File: config.mk
export PLATFORM = sky130hd
export DESIGN_NAME = ram_port_arbiter
export DESIGN_NICKNAME = d
export VERILOG_FILES = /design/src/rtl/ram_port_arbiter_pkg.sv /design/src/rtl/ram_port_arbiter_hold_counter.sv /design/src/rtl/ram_port_arbiter.sv
export SDC_FILE = /design/constraint.sdc
export NUM_CORES = 1
export LEC_CHECK = 0
export ABC_AREA = 1
export CAP_MARGIN = 10
export CORE_MARGIN = 2
export CORE_UTILIZATION = 40
export CTS_CLUSTER_DIAMETER = 50
export DETAILED_ROUTE_END_ITERATION = 16
export HOLD_SLACK_MARGIN = 0.12
export PLACE_DENSITY = 0.89
export SLEW_MARGIN = 40
export SYNTH_ARGS = -nofsm -noshare
export SYNTH_HDL_FRONTEND = slang
export SYNTH_SLANG_ARGS = --single-unit
File: constraint.sdc
create_clock -name clk -period 4.95 [get_ports clk]
set_clock_uncertainty 0.1 [all_clocks]
set_input_delay 0.495 -clock clk [delete_from_list [all_inputs] [get_ports clk]]
set_output_delay 0.495 -clock clk [all_outputs]
set_load 0.005 [all_outputs]
File: src/rtl/ram_port_arbiter_pkg.sv
// Shared types for the RAM port arbiter: grant owner encoding
// and the arbitration FSM state.
package ram_port_arbiter_pkg;

   typedef enum logic [1:0] {
      OWN_NONE = 2'd0,
      OWN_CPU  = 2'd1,
      OWN_DBG  = 2'd2
   } owner_t;

   typedef enum logic [1:0] {
      IDLE       = 2'd0,
      CPU_OWN    = 2'd1,
      DBG_OWN    = 2'd2,
      DBG_LOCKED = 2'd3
   } state_t;

   function automatic owner_t idle_pick(input logic cpu_req,
                                        input logic dbg_req);
      owner_t o;
      o = OWN_NONE;
      if (cpu_req)
         o = OWN_CPU;
      else if (dbg_req)
         o = OWN_DBG;
      return o;
   endfunction

endpackage

File: src/rtl/ram_port_arbiter_hold_counter.sv
// Saturating run-length counter: consecutive regrants to one owner.
// at_limit means the owner has used its last allowed regrant.
module arb_hold_counter #(
   parameter int MAX_HOLD = 4
) (
   input  logic clk,
   input  logic reset,
   input  logic clear,
   input  logic inc,
   output logic at_limit
);

   localparam int CW = (MAX_HOLD > 1) ? $clog2(MAX_HOLD) : 1;
   localparam logic [CW-1:0] LIMIT = CW'(MAX_HOLD - 1);

   logic [CW-1:0] hold_cnt;

   always_ff @(posedge clk or negedge reset) begin
      if (!reset)
         hold_cnt <= '0;
      else if (clear)
         hold_cnt <= '0;
      else if (inc && hold_cnt != LIMIT)
         hold_cnt <= hold_cnt + 1'b1;
   end

   assign at_limit = (hold_cnt == LIMIT);

endmodule

File: src/rtl/ram_port_arbiter.sv
// Shares one data RAM between the CPU load/store port and the
// debug/loader port: round-robin with bounded hold plus debug lock.
module ram_port_arbiter
   import ram_port_arbiter_pkg::*;
#(
   parameter int DATA_W   = 19,
   parameter int ADDR_W   = 5,
   parameter int MAX_HOLD = 4
) (
   input  logic              clk,
   input  logic              reset,
   input  logic              cpu_req,
   input  logic              cpu_we,
   input  logic [ADDR_W-1:0] cpu_addr,
   input  logic [DATA_W-1:0] cpu_wdata,
   output logic              cpu_gnt,
   output logic              cpu_stall,
   output logic              cpu_rvalid,
   output logic [DATA_W-1:0] cpu_rdata,
   input  logic              dbg_req,
   input  logic              dbg_we,
   input  logic              dbg_lock,
   input  logic [ADDR_W-1:0] dbg_addr,
   input  logic [DATA_W-1:0] dbg_wdata,
   output logic              dbg_gnt,
   output logic              dbg_rvalid,
   output logic [DATA_W-1:0] dbg_rdata,
   output logic              ram_we,
   output logic [ADDR_W-1:0] ram_waddr,
   output logic [ADDR_W-1:0] ram_raddr,
   output logic [DATA_W-1:0] ram_wdata,
   input  logic [DATA_W-1:0] ram_rdata
);

   state_t state_q;
   state_t state_d;
   owner_t owner;
   logic   both;
   logic   at_limit;
   logic   same_owner;

   assign both = cpu_req & dbg_req;

   always_ff @(posedge clk or negedge reset) begin
      if (!reset)
         state_q <= IDLE;
      else
         state_q <= state_d;
   end

   // Grant decision; a single requester always wins.
   always_comb begin
      owner = idle_pick(cpu_req, dbg_req);
      unique case (state_q)
         CPU_OWN:
            if (both && at_limit) owner = OWN_DBG;
         DBG_OWN:
            if (both && !at_limit) owner = OWN_DBG;
         DBG_LOCKED:
            if (dbg_req && dbg_lock) owner = OWN_DBG;
         default: ;
      endcase
      if (!reset)
         owner = OWN_NONE;
   end

   always_comb begin
      state_d = IDLE;
      unique case (owner)
         OWN_CPU: state_d = CPU_OWN;
         OWN_DBG: state_d = dbg_lock ? DBG_LOCKED : DBG_OWN;
         default: state_d = IDLE;
      endcase
   end

   always_comb begin
      cpu_gnt   = (owner == OWN_CPU);
      dbg_gnt   = (owner == OWN_DBG);
      cpu_stall = reset & cpu_req & ~cpu_gnt;
      ram_we    = (cpu_gnt & cpu_we) | (dbg_gnt & dbg_we);
      ram_waddr = dbg_gnt ? dbg_addr : cpu_addr;
      ram_raddr = dbg_gnt ? dbg_addr : cpu_addr;
      ram_wdata = dbg_gnt ? dbg_wdata : cpu_wdata;
   end

   assign same_owner =
      (cpu_gnt && state_q == CPU_OWN) ||
      (dbg_gnt && (state_q == DBG_OWN ||
                   state_q == DBG_LOCKED));

   arb_hold_counter #(
      .MAX_HOLD (MAX_HOLD)
   ) u_hold (
      .clk      (clk),
      .reset    (reset),
      .clear    (~same_owner),
      .inc      (same_owner),
      .at_limit (at_limit)
   );

   always_ff @(posedge clk or negedge reset) begin
      if (!reset) begin
         cpu_rvalid <= 1'b0;
         cpu_rdata  <= '0;
         dbg_rvalid <= 1'b0;
         dbg_rdata  <= '0;
      end else begin
         cpu_rvalid <= cpu_gnt & ~cpu_we;
         dbg_rvalid <= dbg_gnt & ~dbg_we;
         if (cpu_gnt && !cpu_we)
            cpu_rdata <= ram_rdata;
         if (dbg_gnt && !dbg_we)
            dbg_rdata <= ram_rdata;
      end
   end

endmodule

==> results.sh <==
export IMPL_p_switching_uw=298
export IMPL_holdPathStages=2
export IMPL_netlist_area_um2=2330
export IMPL_nFillCells=465
export IMPL_power_density_nw_per_um2=285
export IMPL_endpoint_kind="primary output"
export IMPL_synth_top_area_share_pct=47.3
export IMPL_finalNonFillerCells=512
export IMPL_postSynthAreaPerCell_um2=7.58
export IMPL_clkSlewWorstSetupHoldPaths_ns=0.08
export IMPL_hpwl_um=5610
export IMPL_drc_errors=0
export IMPL_die_w_um=80.3
export IMPL_dr_first_iter_drc_count=167
export IMPL_grt_overflow=0
export IMPL_wl_met3_um=552
export IMPL_drv_slew=0
export IMPL_die_area_um2=6440
export IMPL_combPwrFrac_pct=34.0
export IMPL_final_min_clock_period_ns=3.46
export IMPL_grt_pass1_wl_um=11200
export IMPL_yosys_top_cells_area="dfrtp_1 47%, nand2_1 25%, nand4_1 10%, nand2_2 3.0%, buf_4 2.3%"
export IMPL_top_layer_used="met4"
export IMPL_synth_edff_count=0
export IMPL_drtAntennaViolNets=0
export IMPL_fp_row_count=27
export IMPL_cts_sinks=44
export IMPL_crit_fanout=24
export IMPL_final_common_cell="nand2_1"
export IMPL_critPathArrivalTime_ns=2.86
export IMPL_relSlewSlack_pct=45.0
export IMPL_dr_pass1_iters=4
export IMPL_path_class="in -> out"
export IMPL_ioPinCount=147
export IMPL_drive_gt1_share_pct=7.27
export IMPL_finalHoldViolCount=0
export IMPL_dr_wl_met2_um=3730
export IMPL_ys_types=22
export IMPL_power_frac_clock_pct=24.1
export IMPL_slowest_delay_ns=0.58
export IMPL_setup_viol=0
export IMPL_num_nets_final=514
export IMPL_wl_per_cell_um=14.2
export IMPL_ir_drop_mv=0.216
export IMPL_grt_util_all_layers_pct=22.3
export IMPL_cap_viol_max_count=0
export IMPL_worst_slew_pin_slew_ns=0.823
export IMPL_io_buffers=146
export IMPL_reg2reg_depth=9
export IMPL_cp_required_ns=4.36
export IMPL_viasPerCell=4.97
export IMPL_vias=2546
export IMPL_cts_buffer_depth=2
export IMPL_initial_core_util_pct=41.8
export IMPL_gp_congestion=0.939
export IMPL_fp_dieH_um=80.3
export IMPL_layout_common_cells="154 x nand2_1, 145 x clkdlybuf4s50_1, 44 x dfrtp_1"
export IMPL_tritoncts="done"
export IMPL_pwr_share_seq_pct=41.9
export IMPL_tns_ns=0
export IMPL_coreArea_um2=5570
export IMPL_ys_async_sr_fraction_pct=100
export IMPL_ys_ff_latch=44
export IMPL_status="complete, no violations"
export IMPL_worst_path_max_delay_cell="clkdlybuf4s50_1"
export IMPL_power_total_mw=1.10
export IMPL_htree_levels=2
export IMPL_internal_power_uw=806
export IMPL_diodes=0
export IMPL_cts_made_buffers=5
export IMPL_fmax_mhz=289
export IMPL_synth_top_flop_cell="dfrtp_1"
export IMPL_synthCells=307
export IMPL_worstPathCellList="clkdlybuf4s50_1, nand3_1, nor2_2, nor2_4, nand2_2, nand2_2, nand2_1, nand2_1, clkdlybuf4s50_1"
export IMPL_grt_max_degree=61
export IMPL_cp_start_kind="input pin"
export IMPL_seq_area_frac_synth_pct=47.3
export IMPL_wl_um=7250
export IMPL_antenna_found_initial=0
export IMPL_area_growth_pct=66.7
export IMPL_hold_path_class="reg -> reg"
export IMPL_cts_resized_gates=0
export IMPL_synth_top_area_cell="dfrtp_1"
export IMPL_grt_setup_unrepaired="false"
export IMPL_insertion_delay_ns=0.29
export IMPL_cts_root_buf="clkbuf_8"
export IMPL_sw_frac_of_total_pct=27.0
export IMPL_met1_length_um=2720
export IMPL_syn_nets=382
export IMPL_p_leak_nw=1.87
export IMPL_grt_pass1_vias=2418
export IMPL_dp_cells=502
export IMPL_min_period_over_period_pct=69.9
export IMPL_yosys_warnings=0
-- final cells by class --
class / count / area [um^2] / share of cell area (%)
clock buffer: 6 / 72.6 / 1.87
clock inverter: 2 / 35.0 / 0.903
inverter: 13 / 48.8 / 1.26
multi-input combinational: 224 / 1030 / 26.6
sequential: 44 / 1100 / 28.4
tap: 72 / 90.1 / 2.32
timing repair buffer: 151 / 1500 / 38.7
-- metal layers --
layer | vias up | track usage [%]
li1 | 1250 | -
met1 | 1144 | 25.2
met2 | 133 | 39.3
met3 | 19 | 5.73
met4 | 0 | 9.83
met5 | - | 0
-- logic make-up (layout without fill, tap and decap cells) --
group                      Yosys count  in the layout  synth area share (%)
AOI/OAI and AO/OA                    5              5                  1.72
DFF                                 44             44                  47.3
xor gates and xnor gates             1              1                 0.376
and+or+nand+nor                    216            216                  41.0
buffers and inverters               39            172                  8.60
adders and majority gates            1              1                 0.538
muxes                                1              1                 0.430
-- cell usage after synthesis (2+ instances only) --
library cell / instances
nand2_1: 154
dfrtp_1: 44
nand4_1: 39
nand2_2: 11
buf_2: 10
inv_1: 8
buf_4: 7
clkbuf_1: 7
nand3_1: 5
inv_2: 4
nor2_1: 4
a21oi_1: 2
buf_6: 2
nor2_2: 2
-- critical path: cells and delay by family --
kind	cells	cell delay [ns]
buffers and inverters	2	1.05
and+or+nand+nor	7	1.31
-- state kept, by name, summed over array words and instances (netlist names) --
name and flops:
state_q 2, cpu_rdata 19, dbg_rdata 19, u_hold.hold_cnt 2
dbg_rvalid 1, cpu_rvalid 1
-- worst paths after layout --
check	slack [ns]	startpoint	to
setup / recovery	1.49	cpu_req	ram_wdata[0]
hold / removal	0.37	cpu_rdata[4]	cpu_rdata[4]
setup reg to reg	2.34	u_hold.hold_cnt[0]	dbg_rdata[13]
hold reg to reg	0.37	cpu_rdata[4]	cpu_rdata[4]
max in group asynchronous	3.37	reset	dbg_rdata[15]
min in group asynchronous	0.47	reset	state_q[0]
-- power by group through the flow --
stage	Combinational, mW	Clock (mW)	Sequential, mW
2_1_floorplan	0.113	0	0.470
3_3_place_gp	0.368	0	0.465
3_5_place_dp	0.377	0	0.469
4_1_cts	0.379	0.273	0.462
5_1_grt	0.412	0.291	0.470
6_report	0.375	0.266	0.462
-- per-stage QoR --
step           instance area (um^2)  worst slack, ns  utilization, %  hold WS (ns)
6_report                       3880             1.49            69.6         0.373
5_1_grt                        3880             1.27            69.6         0.401
4_1_cts                        3860             1.43            69.3         0.377
3_5_place_dp                   3740             1.43            67.2         0.251
3_3_place_gp                   3740             1.52            67.2         0.247
2_1_floorplan                  2330             2.82               -        0.0994
-- repair_timing --
action,4_1_cts,5_1_grt
endpoints found under the hold margin,4,0
setup buffers,0,0
hold buffers,1,0
No activity file was read; power rests on OpenSTA's default activity.
